**src/rtl/sys_bus.sv**
```systemverilog
`default_nettype none
// ============================================================================
// Module   : sys_bus
// Purpose  : Two-master / two-slave shared bus with a registered grant arbiter,
//            address decode to two slaves and one-cycle read-data return.
// Revision : 1.0 - initial release
// ============================================================================
module sys_bus #(
    parameter logic [7:0] S0_LAST = 8'h0F
) (
    input  logic        clk,
    input  logic        reset,
    input  logic        m0_req,
    input  logic        m0_wr,
    input  logic [7:0]  m0_address,
    input  logic [31:0] m0_dout,
    input  logic        m1_req,
    input  logic        m1_wr,
    input  logic [7:0]  m1_address,
    input  logic [31:0] m1_dout,
    input  logic [31:0] s0_dout,
    input  logic [31:0] s1_dout,
    output logic        m0_grant,
    output logic        m1_grant,
    output logic [31:0] m_din,
    output logic        s0_sel,
    output logic        s1_sel,
    output logic        s_wr,
    output logic [7:0]  s_address,
    output logic [31:0] s_din
);

    typedef enum logic [0:0] {
        M0_GRANT = 1'b0,
        M1_GRANT = 1'b1
    } state_t;

    state_t      r_state;
    state_t      w_state_next;
    logic [1:0]  r_rd_sel;
    logic        w_gnt_m1;
    logic        w_req;
    logic        w_wr;
    logic        w_active;

    // Grants come straight from the state flop, so they are registered.
    always_ff @(posedge clk or posedge reset) begin
        if (reset) begin
            r_state <= M0_GRANT;
        end else begin
            r_state <= w_state_next;
        end
    end

    // Master 0 is the default owner; an owner holding req is never preempted.
    always_comb begin
        w_state_next = r_state;
        case (r_state)
            M0_GRANT: if (!m0_req && m1_req) w_state_next = M1_GRANT;
            M1_GRANT: if (!m1_req)           w_state_next = M0_GRANT;
            default:                         w_state_next = M0_GRANT;
        endcase
    end

    assign m0_grant = (r_state == M0_GRANT);
    assign m1_grant = (r_state == M1_GRANT);

    assign w_gnt_m1  = (r_state == M1_GRANT);
    assign w_req     = w_gnt_m1 ? m1_req     : m0_req;
    assign w_wr      = w_gnt_m1 ? m1_wr      : m0_wr;
    assign s_address = w_gnt_m1 ? m1_address : m0_address;
    assign s_din     = w_gnt_m1 ? m1_dout    : m0_dout;

    // Reset suppresses all slave-side strobes, independent of request inputs.
    assign w_active = w_req & ~reset;
    assign s_wr     = w_active & w_wr;
    assign s0_sel   = w_active & (s_address <= S0_LAST);
    assign s1_sel   = w_active & (s_address >  S0_LAST);

    always_ff @(posedge clk or posedge reset) begin
        if (reset) begin
            r_rd_sel <= 2'b00;
        end else begin
            r_rd_sel <= {s1_sel, s0_sel};
        end
    end

    // Read data follows the slave addressed in the previous cycle.
    always_comb begin
        m_din = 32'h0;
        case (r_rd_sel)
            2'b01:   m_din = s0_dout;
            2'b10:   m_din = s1_dout;
            default: m_din = 32'h0;
        endcase
    end

endmodule
`default_nettype wire

```
**config.mk**
```make
export PLATFORM = sky130hd
export DESIGN_NAME = sys_bus
export DESIGN_NICKNAME = d
export VERILOG_FILES = /design/src/rtl/sys_bus.sv
export SDC_FILE = /design/constraint.sdc
export NUM_CORES = 1
export LEC_CHECK = 0
export CAP_MARGIN = 25
export CORE_AREA = 2 2 88 90
export CTS_CLUSTER_DIAMETER = 200
export CTS_CLUSTER_SIZE = 12
export DETAILED_ROUTE_END_ITERATION = 10
export DIE_AREA = 0 0 90 92
export PLACE_DENSITY = 0.75
export SYNTH_ARGS = -nofsm -noshare
export SYNTH_HDL_FRONTEND = slang
export SYNTH_SLANG_ARGS = --single-unit
```
**constraint.sdc**
```tcl
create_clock -name clk -period 1.55 [get_ports clk]
set_input_delay 0.155 -clock clk [delete_from_list [all_inputs] [get_ports clk]]
set_output_delay 0.155 -clock clk [all_outputs]
set_load 0.01 [all_outputs]
```
# Word level (Yosys, flattened, before mapping)

Cells that the tools add are included.

Register bits after elaboration: 3
Output and inout bits: 77

Order comparisons: 2
Equal/unequal tests: 2
Multiplexer cells: 8
Bitwise operators: 6
Reduce and logical (&&, ||, !) cells: 2

Operator list:

| kind                                                           | number |
|---|---|
| one-hot mux 32 bit (2 select lines)                            | 1 |
| 2-to-1 mux 32 bit                                              | 1 |
| greater-than comparator 8 x 4 -> 1 bit, second input constant  | 1 |
| less-or-equal comparator 8 x 4 -> 1 bit, second input constant | 1 |
| 2-to-1 mux 8 bit                                               | 1 |
| bitwise AND 1 bit                                              | 4 |
| 2-to-1 mux 1 bit                                               | 4 |
| equality test 2 x 1 -> 1 bit, second input constant            | 1 |
| equality test 2 bit, second input constant                     | 1 |
| inverter 1 bit                                                 | 2 |
| one-hot mux 1 bit (2 select lines)                             | 1 |
| logical AND 1 bit                                              | 1 |
| zero test 1 bit                                                | 1 |

# Longest topological paths before layout

Gate-level depths: netlist of the first run.

Depth after elaboration: 4
Depth in mapped cells: 5
Mapped depth without buffers: 4

# Least setup slack after synthesis of the first run

OpenSTA, ideal clock, no wires.

Kind: flip-flop to output port
From: register r_state, in the netlist m1_grant
To: output port s0_sel
Arrival time: 1.383 ns
Path slack: 0.012 ns
Stages on the path, launching flop included: 5
Path buffers: 1
Cells stage by stage: dfrtp_1 buf_6 or4_4 o22ai_2 and2_1

Longest elaborated chain between the ends: 3
Elaborated cells on any way between the ends: 5
Classes of those cells: 1 x order compare; 2 x mux; 2 x bitwise

Ends and longest elaborated chain:

| item                                                                         | line   | text |
|---|---|---|
| start: declaration                                                           | 38     | `state_t r_state;` |
| start signal: assignment                                                     | 51     | `r_state <= w_state_next;` |
| 2-to-1 mux 8 bit or 2-to-1 mux 1 bit (tied branches)                         | 71, 69 |  |
| less-or-equal comparator 8 x 4 -> 1 bit or bitwise AND 1 bit (tied branches) | 77, 75 |  |
| bitwise AND 1 bit *                                                          | 77     | `assign s0_sel = w_active & (s_address <= S0_LAST);` |
| end: declaration                                                             | 26     | `output logic s0_sel,` |

Mark *: on every way between the ends. The rest lies on a longest branch, timed or not.

# Worst setup path in the final report of the first run

Same ends and word-level chain as after synthesis.

==> metrics.md, run 1 <==
| Metric | Value |
|---|---|
| Run status | `finished with violations` |
| Violations in the final reports | `negative setup slack` |
| Synth Warn # | `0` |
| Largest net degree at the start of global routing | `33` |
| Number of nets in the finished design | `550` |
| Worst setup timing slack at the placement stage | `-0.607 ns` |
| Placeable core region | `7450 um^2` |
| Total area of multi-input combinational cells | `1230 um^2` |
| Number of H-tree levels | `1` |
| Final weighted congestion in routability-driven placement | `0.799` |
| Post-Synth Simple-Gate Area | `16.8%` |
| Post-synthesis share of cell area spent on xor and xnor gates | `0%` |
| Logic depth of the worst path, buffers included | `5` |
| Maximum fanout encountered on the critical timing path | `3` |
| Floorplan die area | `8280 um^2` |
| Syn_area_per_cell | `7.72 um^2` |
| Clock sink count | `3` |
| Minimum hold slack | `0.313 ns` |
| IO Pins | `227` |
| Placed wire-length estimate after detailed placement | `5650 um` |
| Starting density of the core | `14.4%` |
| Hold Vio Cnt, Final | `0` |
| Critical Path RT | `1.39 ns` |
| Count of distinct cell types in the synthesized netlist | `18` |
| Number of cells on the worst reg-to-reg path | `5` |
| Detailed router's first-iteration violation count | `14` |
| Pwr/cell area | `366 nW/um^2` |
| Total setup violations reported at the end of the flow | `64` |
| Part of the power in the clock network | `15.1%` |
| Switching power | `462 uW` |
| Max-capacitance violation count | `0` |
| Longest Clk Path Bufs | `2` |
| CP Buf/Inv Count | `2` |
| Clk slew on worst S/H paths | `0.03 ns` |
| Maximum vdd drop | `0.000179 V` |
| Layout overhead on the synthesized area | `295%` |
| Horizontal die dimension | `90 um` |
| Worst-skew pair later-pin latency | `0.22 ns` |
| Leading area contributor after synthesis | `sky130_fd_sc_hd__mux2_2` |
| Via total after detailed routing | `2220` |
| CTS Root Cell | `sky130_fd_sc_hd__clkbuf_8` |
| Switch share | `29.7%` |
| Fill cells | `640` |
| Part of the total power dissipated in combinational logic | `79.2%` |
| Post-route antenna net violation count | `0` |
| Final number of max-transition violations | `0` |
| Combinational family with the most area after synthesis | `multiplexers` |
| Gr usage total | `17.9%` |
| Cell chain of the critical path | `buf_6 > or4b_4 > o22ai_4 > and2_4 > buf_6` |
| Family with the most delay on the worst path | `simple AND/OR/NAND/NOR gates` |
| Number of clock buffers inserted by TritonCTS | `3` |
| Post-route fraction of the period consumed by the critical path | `117%` |
| Routed wirelength normalized by instance count | `16.9 um` |
| CTS tree | `yes` |
| DR vias/cell | `4.45` |
| Leakage power | `0.00179 uW` |
| Highest clock frequency the design can meet | `554 MHz` |
| Worst EP arrival | `1.65 ns` |
| Synthesized net count | `291` |
| Relative max-transition margin | `88.9%` |
| Setup clock skew after layout | `0.000414 ns` |
| Cell area after synthesis | `1070 um^2` |
| Port-buffer cells | `226` |
| Site Rows | `32` |
| Final Util | `56.9%` |
| Vias in the first global route | `2356` |
| Worst path max stage delay | `0.46 ns` |
| Multiplexer share of the synthesized area | `42.0%` |
| Crit start category | `flop` |
| Type of the worst setup path | `reg -> out` |
| Leftover overflow at the end of global routing | `0` |
| Post-route DRC violation count | `0` |
| Crit path time final | `1.81 ns` |
| Main area contributors after synthesis | `sky130_fd_sc_hd__mux2_2 42%, sky130_fd_sc_hd__a22oi_1 22%, sky130_fd_sc_hd__nor2_1 11%, sky130_fd_sc_hd__dfrtp_1 7.0%, sky130_fd_sc_hd__clkbuf_1 3.1%` |
| P_int | `1090 uW` |
| Fraction of final layout cells with drive strength greater than 1 | `51.4%` |
| Height of the die | `92 um` |
| Number of antenna diodes | `0` |
| Compound-gate portion of the synthesized area | `24.5%` |
| Unrepaired setup endpoints after global routing | `true` |
| Transition time of the tightest slew-check pin | `0.166 ns` |
| Post-Syn Instances | `139` |
| Final-layout setup total negative slack | `-5.43 ns` |
| Wirelength, routed | `8460 um` |
| Number of synthesized register bits | `3` |
| Router iterations before antenna repair | `4` |
| Path type of the worst min-delay path | `in -> async` |
| Flip-flop and latch area | `75.1 um^2` |
| Post-synthesis sequential area ratio | `6.99%` |
| Proportion of netlist area held by the largest area contributor | `42.0%` |
| Most prevalent standard cell on the critical path | `sky130_fd_sc_hd__buf_6` |
| Sequential cell fraction of total power | `5.6%` |
| Highest-delay cell along the critical path | `sky130_fd_sc_hd__or4b_4` |
| Global-route wire length before repair | `11900 um` |
| Smallest setup slack after layout | `-0.256 ns` |
| Initial antenna violation count | `0` |
| Setup crit end kind | `primary output` |
| Post-synthesis share of cell area spent on full adders, half adders and majority gates | `2.33%` |
[cell type report]
type,count,share of cell area [%]
clock buffer,4,1.06
sequential,3,1.77
inverter,4,0.354
multi-input combinational,118,29.1
tap,102,3.01
timing repair buffer,268,64.7
[state kept, by name, summed over array words and instances (netlist names)]
register,flops
r_rd_sel,2
m1_grant,1
[worst paths after layout]
path	startpoint	endpoint	slack, ns
min in group clk	m0_address[4]	r_rd_sel[1]	0.68
hold reg to reg	m1_grant	r_rd_sel[1]	0.82
setup reg to reg	m1_grant	r_rd_sel[0]	0.06
max in group asynchronous	reset	r_rd_sel[0]	1.10
hold / removal	reset	r_rd_sel[1]	0.31
setup / recovery	m1_grant	s0_sel	-0.26
[power groups by stage]
stage / clock [uW] / sequential, uW / combinational (uW)
3_3_place_gp: 0 / 86.6 / 953
2_1_floorplan: 0 / 86.6 / 290
5_1_grt: 245 / 88.0 / 1290
3_5_place_dp: 0 / 86.9 / 963
6_report: 235 / 87.4 / 1230
4_1_cts: 234 / 87.7 / 1200
[synthesized netlist by cell type]
| cell type | instances |
|---|---|
| sky130_fd_sc_hd__a21oi_1 | 2 |
| sky130_fd_sc_hd__nor2_1 | 32 |
| sky130_fd_sc_hd__or4b_1 | 1 |
| sky130_fd_sc_hd__clkbuf_1 | 9 |
| sky130_fd_sc_hd__buf_2 | 4 |
| sky130_fd_sc_hd__o22ai_2 | 1 |
| sky130_fd_sc_hd__nand2b_1 | 1 |
| sky130_fd_sc_hd__inv_1 | 4 |
| sky130_fd_sc_hd__and2_1 | 2 |
| sky130_fd_sc_hd__ha_1 | 2 |
| sky130_fd_sc_hd__nand2_1 | 1 |
| sky130_fd_sc_hd__dfrtp_1 | 3 |
| sky130_fd_sc_hd__nor2b_1 | 1 |
| sky130_fd_sc_hd__mux2_2 | 40 |
| sky130_fd_sc_hd__buf_6 | 1 |
| sky130_fd_sc_hd__a22oi_1 | 32 |
| sky130_fd_sc_hd__nand3_1 | 2 |
| sky130_fd_sc_hd__or4_4 | 1 |
[layer usage]
layer  up-vias  global-route usage (%)  wire (um)
li1       1035                       -          -
met1      1043                    15.9       2650
met2       132                    38.7       5000
met3        10                    5.75        706
met4         0                    3.21        106
met5         -                       0          0
[stage by stage]
stage	instance area, um^2	instances	power, uW
global placement	3540	465	1040
floorplan	1070	139	377
detailed placement	3540	465	1050
CTS	4180	502	1520
global route	4240	499	1620
finish	4240	499	1550
[cell usage in the layout, fill, tap and decap left out, types with 3 or more instances in the layout]
cell / count
sky130_fd_sc_hd__a22oi_2: 32
sky130_fd_sc_hd__buf_12: 6
sky130_fd_sc_hd__buf_16: 5
sky130_fd_sc_hd__buf_2: 34
sky130_fd_sc_hd__buf_4: 10
sky130_fd_sc_hd__buf_6: 56
sky130_fd_sc_hd__buf_8: 5
sky130_fd_sc_hd__clkbuf_8: 3
sky130_fd_sc_hd__clkdlybuf4s50_1: 149
sky130_fd_sc_hd__dfrtp_1: 3
sky130_fd_sc_hd__mux2_2: 11
sky130_fd_sc_hd__mux2_4: 29
sky130_fd_sc_hd__nor2_1: 31
[cells by family (layout without fill, tap and decap cells)]
logic type / after synthesis / count (layout)
adder cells (fa/ha/maj): 2 / 2
AO/OA/AOI/OAI: 35 / 35
flip-flops: 3 / 3
multiplexers: 40 / 40
AND/OR/NAND/NOR: 41 / 41
buffers and inverters: 18 / 276
[timing repair]
action | in CTS | in global routing
pin swaps | 15 | 36
hold buffers | 0 | 0
cloned | 8 | 1
endpoints found under the setup margin | 77 | 77
gates resized for setup | 412 | 48
hold endpoints to repair | 0 | 0
buffers inserted | 25 | 4
[worst register-to-register path: cells and delay by family (launching register included)]
kind / cells / cell delay [ns]
DFF: 1 / 0.40
buffers and inverters: 2 / 0.22
AOI/OAI and AO/OA: 1 / 0.19
and+or+nand+nor: 2 / 0.64
Power figures use the tool's default switching activity.
==> run 2: changes to the inputs <==
--- a/config.mk
+++ b/config.mk
@@ -12,6 +12,7 @@
 export DETAILED_ROUTE_END_ITERATION = 10
 export DIE_AREA = 0 0 90 92
 export PLACE_DENSITY = 0.75
+export RECOVER_POWER = 50
 export SYNTH_ARGS = -nofsm -noshare
 export SYNTH_HDL_FRONTEND = slang
 export SYNTH_SLANG_ARGS = --single-unit
==> metrics.md, run 2 (same netlist as run 1, synthesis figures left out) <==
| Metric | Value |
|---|---|
| Run status | `finished with violations (unchanged)` |
| Violations in the final reports | `negative setup slack (unchanged)` |
| Worst setup timing slack at the placement stage | `-0.607 ns (unchanged)` |
| Cell chain of the critical path | `buf_6 > or4b_4 > o22ai_4 > and2_4 > buf_6 (unchanged)` |
| Switching power | `461 uW (was 462 uW)` |
| Clk slew on worst S/H paths | `0.03 ns (about the same)` |
| Global-route wire length before repair | `11900 um (unchanged)` |
| Placeable core region | `7450 um^2 (unchanged)` |
| Starting density of the core | `14.4% (unchanged)` |
| Part of the total power dissipated in combinational logic | `79.2% (about the same)` |
| Total setup violations reported at the end of the flow | `64 (unchanged)` |
| P_int | `1090 uW (about the same)` |
| Max FFs per register | `2 (unchanged)` |
| Layout overhead on the synthesized area | `294% (was 295%)` |
| Most common cell after layout, fill and taps aside | `sky130_fd_sc_hd__clkdlybuf4s50_1 (unchanged)` |
| Number of nets in the finished design | `550 (unchanged)` |
| CTS Root Cell | `sky130_fd_sc_hd__clkbuf_8 (unchanged)` |
| Fill cells | `641 (was 640)` |
| Floorplan die area | `8280 um^2 (unchanged)` |
| Commonest cells after routing, fill and taps aside | `148 x sky130_fd_sc_hd__clkdlybuf4s50_1, 56 x sky130_fd_sc_hd__buf_6, 34 x sky130_fd_sc_hd__buf_2 (was 149 x sky130_fd_sc_hd__clkdlybuf4s50_1, 56 x sky130_fd_sc_hd__buf_6, 34 x sky130_fd_sc_hd__buf_2)` |
| Fraction of final layout cells with drive strength greater than 1 | `51.1% (was 51.4%)` |
| Post-route antenna net violation count | `0 (unchanged)` |
| Unrepaired setup endpoints after global routing | `true (unchanged)` |
| Highest-delay cell along the critical path | `sky130_fd_sc_hd__or4b_4 (unchanged)` |
| Worst EP arrival | `1.65 ns (about the same)` |
| Part of the power in the clock network | `15.1% (about the same)` |
| Router iterations before antenna repair | `4 (unchanged)` |
| DR vias/cell | `4.46 (was 4.45)` |
| Sequential cell fraction of total power | `5.6% (about the same)` |
| Crit start category | `flop (unchanged)` |
| Setup clock skew after layout | `0.000397 ns (was 0.000414 ns)` |
| Port-buffer cells | `226 (unchanged)` |
| Routed wirelength normalized by instance count | `16.9 um (about the same)` |
| Number of H-tree levels | `1 (unchanged)` |
| Crit path time final | `1.81 ns (about the same)` |
| Gr usage total | `17.9% (unchanged)` |
| Highest clock frequency the design can meet | `554 MHz (about the same)` |
| Smallest setup slack after layout | `-0.256 ns (about the same)` |
| Path type of the worst min-delay path | `in -> async (unchanged)` |
| Placed wire-length estimate after detailed placement | `5650 um (unchanged)` |
| Via total after detailed routing | `2226 (was 2220)` |
| Most prevalent standard cell on the critical path | `sky130_fd_sc_hd__buf_6 (unchanged)` |
| Maximum vdd drop | `0.000179 V (about the same)` |
| Setup crit end kind | `primary output (unchanged)` |
| Pwr/cell area | `366 nW/um^2 (about the same)` |
| Height of the die | `92 um (unchanged)` |
| Worst path max stage delay | `0.46 ns (about the same)` |
| Final number of max-transition violations | `0 (unchanged)` |
| Switch share | `29.8% (was 29.7%)` |
| Post-route fraction of the period consumed by the critical path | `117% (about the same)` |
| Relative max-transition margin | `88.9% (unchanged)` |
| Max-capacitance violation count | `0 (unchanged)` |
| Hold Vio Cnt, Final | `0 (unchanged)` |
| Leftover overflow at the end of global routing | `0 (unchanged)` |
| Leakage power | `0.00179 uW (about the same)` |
| Number of antenna diodes | `0 (unchanged)` |
| Register containing the most flip-flops in the final layout | `r_rd_sel (unchanged)` |
| Critical Path RT | `1.39 ns (about the same)` |
| Clock sink count | `3 (unchanged)` |
| Detailed router's first-iteration violation count | `16 (was 14)` |
| Longest Clk Path Bufs | `2 (unchanged)` |
| IO Pins | `227 (unchanged)` |
| Vias in the first global route | `2356 (unchanged)` |
| Type of the worst setup path | `reg -> out (unchanged)` |
| Worst-skew pair later-pin latency | `0.22 ns (about the same)` |
| Number of clock buffers inserted by TritonCTS | `3 (unchanged)` |
| Final Util | `56.9% (about the same)` |
| Initial antenna violation count | `0 (unchanged)` |
| Maximum fanout encountered on the critical timing path | `3 (unchanged)` |
| Number of buffers added to fix hold violations after cts | `0 (unchanged)` |
| Wirelength, routed | `8450 um (was 8460 um)` |
| Final weighted congestion in routability-driven placement | `0.799 (unchanged)` |
| Horizontal die dimension | `90 um (unchanged)` |
| Site Rows | `32 (unchanged)` |
| Largest net degree at the start of global routing | `33 (unchanged)` |
| CTS tree | `yes (unchanged)` |
| Post-route DRC violation count | `0 (unchanged)` |
| Transition time of the tightest slew-check pin | `0.166 ns (unchanged)` |
[run 2: timing repair]
item                                    4_1_cts  5_1_grt
cloned                                        8        1
pin swaps                                    15       36
gates resized for setup                     412       48
endpoints found under the setup margin       77       77
buffers inserted                             25        4
[run 2: layer usage]
metal  vias to the layer above  GRT usage, %  routed length, um
met5                         -             0                  0
met4                         0          3.21                106
met3                        10          5.75                715
met2                       136          38.7               4990
met1                      1045          15.9               2640
li1                       1035             -                  -
[run 2: path summary, 6_finish.rpt]
path                            slack, ns  depth (start not counted)          end     start
worst max-delay path                -0.26                          5       s0_sel  m1_grant
worst min-delay path                 0.44                          3  r_rd_sel[1]     reset
worst max register to register       0.06                          5  r_rd_sel[0]  m1_grant
worst min register to register       0.82                          3  r_rd_sel[1]  m1_grant
max in group asynchronous            0.98                          3  r_rd_sel[0]     reset
min in group clk                     0.68                          3     m1_grant    m1_req
[run 2: critical path: cells and delay by family (launching register included)]
family | cells | cell delay, ns
AOI/OAI and AO/OA | 1 | 0.19
buffers and inverters | 2 | 0.21
DFF | 1 | 0.40
and+or+nand+nor | 2 | 0.64
[run 2: metrics by stage]
step | hold WS [ns] | area (um^2) | TNS (ns) | power [uW] | std cells
final | 0.439 | 4230 | -5.41 | 1550 | 499
after global routing | 0.451 | 4230 | -8.52 | 1620 | 499
after CTS | 0.271 | 4180 | -7.02 | 1520 | 502
after detailed placement | 0.497 | 3540 | -15.67 | 1050 | 465
after global placement | 0.483 | 3540 | -13.83 | 1040 | 465
after floorplan | -0.0914 | 1070 | 0 | 377 | 139
[run 2: power groups by stage]
stage	logic, uW	registers, uW	clock network, uW
after floorplan	290	86.6	0
after global placement	953	86.6	0
after detailed placement	963	86.9	0
after CTS	1200	87.7	234
after global routing	1290	88.0	245
final	1230	87.4	235
[run 2: final cells by class]
cell class | count | area [um^2] | share of cell area, %
well taps | 102 | 128 | 3.01
repair buffers | 268 | 2740 | 64.6
inverters | 4 | 15.0 | 0.355
multi-input cells | 118 | 1230 | 29.2
flip-flops and latches | 3 | 75.1 | 1.77
clock buffers | 4 | 45.0 | 1.06
